[config.mk]
export PLATFORM = sky130hd
export DESIGN_NAME = ccff_shadow_mem
export DESIGN_NICKNAME = d
export VERILOG_FILES = /design/src/rtl/ccff_shadow_mem.sv
export SDC_FILE = /design/constraint.sdc
export NUM_CORES = 1
export LEC_CHECK = 0
export ABC_AREA = 0
export CAP_MARGIN = 10
export CORE_MARGIN = 5
export CORE_UTILIZATION = 33
export CTS_CLUSTER_DIAMETER = 30
export CTS_CLUSTER_SIZE = 30
export DETAILED_ROUTE_END_ITERATION = 16
export SYNTH_ARGS = -nofsm -noshare
export SYNTH_HDL_FRONTEND = slang
export SYNTH_SLANG_ARGS = --single-unit
[constraint.sdc]
create_clock -name prog_clk -period 2 [get_ports prog_clk]
set_clock_uncertainty 0.05 [all_clocks]
set_input_delay 0.5 -clock prog_clk [delete_from_list [all_inputs] [get_ports prog_clk]]
set_output_delay 0.5 -clock prog_clk [all_outputs]
set_load 0.01 [all_outputs]
[src/rtl/ccff_shadow_mem.sv]
`default_nettype none
// ============================================================================
// Module   : ccff_shadow_mem
// Purpose  : Configuration scan-chain memory with a commit-gated shadow
//            register, a saturating fill counter and a sticky overflow flag.
//            Config bits shift in serially on prog_clk; mem_out only changes
//            on a successful commit (or follows the chain in legacy mode).
// Revision : 1.0 - initial release
// ============================================================================
module ccff_shadow_mem #(
    parameter int                  NUM_BITS  = 4,
    parameter int                  SHADOW    = 1,
    parameter logic [0:NUM_BITS-1] RESET_VAL = '0
) (
    input  logic                            prog_clk,
    input  logic                            prog_reset_n,
    input  logic                            ccff_head,
    input  logic                            ccff_en,
    input  logic                            cfg_commit,
    output logic                            ccff_tail,
    output logic [0:NUM_BITS-1]             mem_out,
    output logic [0:NUM_BITS-1]             mem_outb,
    output logic                            cfg_ready,
    output logic                            cfg_overflow,
    output logic [$clog2(NUM_BITS+1)-1:0]   bit_count
);

    localparam int               CNT_W    = $clog2(NUM_BITS + 1);
    localparam logic [CNT_W-1:0] C_FULL   = CNT_W'(NUM_BITS);
    localparam logic             C_SHADOW = (SHADOW != 0);

    logic [0:NUM_BITS-1] chain_q;
    logic [0:NUM_BITS-1] chain_d;
    logic [CNT_W-1:0]    count_q;
    logic [CNT_W-1:0]    count_d;
    logic                ovf_q;
    logic                ovf_d;

    logic w_full;
    logic w_ready;
    logic w_commit;
    logic w_clear;

    // A shift always takes priority, so a commit only counts with the chain idle.
    assign w_commit = cfg_commit & ~ccff_en;
    assign w_full   = (count_q == C_FULL);
    assign w_ready  = w_full & ~ovf_q;
    // Legacy mode may also recover from OVER by committing; shadowed mode may not.
    assign w_clear  = w_commit & (w_ready | (~C_SHADOW & ovf_q));

    // Next chain contents: new bit enters at index 0, everything moves one up.
    always_comb begin
        chain_d = chain_q;
        if (ccff_en) begin
            chain_d[0] = ccff_head;
            for (int i = 1; i < NUM_BITS; i++) begin
                chain_d[i] = chain_q[i-1];
            end
        end
    end

    // Fill counter saturates at NUM_BITS; any further shift marks overflow.
    always_comb begin
        count_d = count_q;
        ovf_d   = ovf_q;
        if (ccff_en) begin
            if (w_full) begin
                ovf_d = 1'b1;
            end else begin
                count_d = count_q + CNT_W'(1);
            end
        end else if (w_clear) begin
            count_d = '0;
            ovf_d   = 1'b0;
        end
    end

    // Chain, counter and overflow state registers.
    always_ff @(posedge prog_clk or negedge prog_reset_n) begin
        if (!prog_reset_n) begin
            chain_q <= RESET_VAL;
            count_q <= '0;
            ovf_q   <= 1'b0;
        end else begin
            chain_q <= chain_d;
            count_q <= count_d;
            ovf_q   <= ovf_d;
        end
    end

    generate
        if (SHADOW != 0) begin : g_shadow
            logic [0:NUM_BITS-1] shadow_q;
            logic [0:NUM_BITS-1] shadow_d;

            // Capture the whole frame at once, only when it is exactly full.
            always_comb begin
                shadow_d = shadow_q;
                if (w_commit & w_ready) begin
                    shadow_d = chain_q;
                end
            end

            // Shadow register feeding the datapath.
            always_ff @(posedge prog_clk or negedge prog_reset_n) begin
                if (!prog_reset_n) begin
                    shadow_q <= RESET_VAL;
                end else begin
                    shadow_q <= shadow_d;
                end
            end

            assign mem_out = shadow_q;
        end else begin : g_direct
            assign mem_out = chain_q;
        end
    endgenerate

    assign mem_outb     = ~mem_out;
    assign ccff_tail    = chain_q[NUM_BITS-1];
    assign cfg_ready    = w_ready;
    assign cfg_overflow = ovf_q;
    assign bit_count    = count_q;

endmodule
`default_nettype wire

==> key figures <==
Drt
  – Routed vias/inst: 4.84
  – Drt wl/cell: 12.5 um
  – Via count: approximately 400
  – WL final: a little over 1000 um
  – DRC errors left: 0
  – Initial DRC Count: 0
  – DR pass1 iterations: 1
  – Final ANT Viol Nets: 0

STA
  – Tmin final: between 1500 and 2000 ps
  – Final WS setup: 101 ps
  – Period utilization: a little over nine tenths
  – Worst Max-Slew Pin Slew: about 520 ps
  – Final Hold Fails: 0
  – Hold_ws: around 480 ps
  – Unrepaired setup endpoints after global routing: no
  – Slew HR: 65.1%
  – Setup violators final: 0
  – Max Slew Vio Count: 0
  – Post-route setup TNS: 0 ps
  – Max Clk Rate: 0.527 GHz

Floorplanning
  – I/O pin count: 19
  – Die area: around 0.0026 sq mm
  – Rows: 14
  – Die Y: 50.6 um
  – Area of the core: 0.00154 sq mm
  – Die X: 50.6 um
  – Initial Utilization: 35.2%

Cells and area
  – Final core utilization: between 50% and 60%
  – Layout cells sized above 1: 29.9%
  – Layout Cells excl Fill: 83
  – Antenna diode count: 0
  – Finished layout cell area: just under 800 sq um
  – Nets: 76
  – Layout overhead on the synthesized area: 45.6%

Logic synthesis
  – Mean post-synth cell area: 12.6 sq um
  – Seq cells post-synth: 12
  – Cell variety after synth: 16
  – Commonest cells post-synth: 12 x dfrtp_1, 8 x mux2_2, 6 x inv_1
  – Number of synthesis warnings: 0
  – Cell taking the most area after synthesis: dfrtp_1
  – Post-synthesis async set-or-reset flop share: 100%
  – Mapped cell area: roughly 540 sq um
  – Post-synth EDFFs: 0
  – Post-Syn Instances: 43
  – Ranking of synthesized cells by area: dfrtp_1 55%, mux2_2 17%, ha_1 4.6%
  – Mapped Nets: 50
  – Primary FF master, synth: dfrtp_1
  – Sequential area share after synthesis: 55.3%
  – Most frequent cell after synthesis: dfrtp_1
  – Yosys top cell area share: 55.3%

Power and ir drop
  – Power Internal: 0.680 mW
  – Worst vdd ir: 456 uV
  – Clock power frac: between 10% and 20%
  – Reg power frac: 39.0%
  – Leakage: between 0.3 and 0.4 nW
  – Sw Ratio: 32.7%
  – Switching power: 0.331 mW
  – Comb power frac: 47.3%
  – Tot Pwr: a little over 1 mW
  – PwrDens: 1280 mW/mm^2

Place
  – Dpl hpwl: 837 um
  – Pre-CTS WS: roughly 12 ps
  – Routability cong.: 0.715
  – Post-placement cell count: 80
  – Port bufs: 18
  – Placed Area: 769 sq um

Setup path
  – CP max stage cell: dfrtp_1
  – Critical Path RT: 1450 ps
  – WP data arrival: 1350 ps
  – Critical path type: reg -> out
  – Critical path's largest stage delay: ~410 ps
  – Crit path max fanout: 4
  – CP cell instances: inv_1 -> ha_1 -> nand2_2 -> nor2_1 -> dlygate4sd2_1
  – Setup crit end kind: output pin
  – CP Launch Type: flip-flop

Global route
  – GRT overflow: 0
  – Via count of the first global-routing pass: 401
  – Pin count of the biggest net entering global routing: 13
  – Antenna violations before repair: 0
  – Total GRT Usage: 8.84%
  – First-pass GRT wire length: 1690 um

Clocking
  – H-tree depth: 1
  – Clock latency on the worst-skew pair: 260 ps
  – CTS Buffer Depth: 2
  – Root Buffer: clkbuf_4
  – CTS tree: done
  – Clock-pin slew on the worst setup and hold paths: 60 ps
  – Cts hold-fix bufs: 0
  – Inserted Clock Buffers: 3
  – Clk sink count: 12

Min path
  – Min-delay worst type: reg -> reg

Run
  – Max-Cap Viols: 0

Run status
  – Status: completed
## sequential cells by signal, indices dropped and copies added (netlist names)
signal / cells
bit_count: 3
cfg_overflow: 1
chain_q: 4
mem_out: 4
## critical path, delay by kind of cell, from the launching register on
family	cells	cell delay, ps
and+or+nand+nor	2	130
DFF	1	410
adders and majority gates	1	190
buffers and inverters	2	360
## path summary, 6_finish.rpt
kind | from | end | slack [ps] | cells past startpoint
max | bit_count[0]$_DFFE_PN0P_ | cfg_ready | 100 | 5
min | chain_q[1]$_DFFE_PN0P_ | chain_q[2]$_DFFE_PN0P_ | 480 | 1
max reg2reg | bit_count[0]$_DFFE_PN0P_ | mem_out[1]$_DFFE_PN0P_ | 160 | 6
min reg2reg | chain_q[1]$_DFFE_PN0P_ | chain_q[2]$_DFFE_PN0P_ | 480 | 1
max in group asynchronous | prog_reset_n | bit_count[0]$_DFFE_PN0P_ | 1020 | 1
min in group asynchronous | prog_reset_n | mem_out[3]$_DFFE_PN0P_ | 530 | 1
## layer usage
| metal | GRT usage [%] | vias up | wire length [um] |
|---|---|---|---|
| met5 | 0 | - | 0 |
| met3 | 2.66 | 5 | 87 |
| met4 | 7.66 | 0 | 34 |
| li1 | - | 195 | - |
| met2 | 13.0 | 14 | 489 |
| met1 | 10.2 | 188 | 426 |
## power by group through the flow
stage	combinational [mW]	sequential, mW	clock (mW)
final	0.479	0.395	0.138
after detailed placement	0.490	0.401	0
after CTS	0.491	0.397	0.148
after floorplan	0.178	0.419	0
after global routing	0.518	0.409	0.154
after global placement	0.480	0.397	0
## logic make-up (layout without fill, tap and decap cells)
logic type,count (synthesis),count (layout),synth area share [%]
flops,12,12,55.3
simple gates,9,9,12.4
mux,8,8,16.6
buf+inv,7,31,4.84
compound gates,5,5,6.22
fa+ha+maj,2,2,4.61
## cells in the final DEF (no fill, tap or decap), drive strengths merged, types with 2 or more instances in the layout
cell	n
buf	4
clkbuf	3
clkdlybuf4s50	17
dfrtp	12
ha	2
inv	6
mux2	8
nand2	3
nand3	2
o21ai	2
## timing repair
| action | 4_1_cts | 5_1_grt |
|---|---|---|
| setup endpoints to repair | 1 | 0 |
| setup buffers | 0 | 0 |
| resized for setup | 1 | 0 |
## final cells by class
class / instances / area [sq um]
Fill cell: 149 / 751
Sequential cell: 12 / 300
Multi-Input combinational cell: 24 / 216
Timing Repair Buffer: 22 / 209
Clock buffer: 3 / 22.5
Inverter: 6 / 22.5
Tap cell: 16 / 20.0
(Power assumes the default switching activity.)
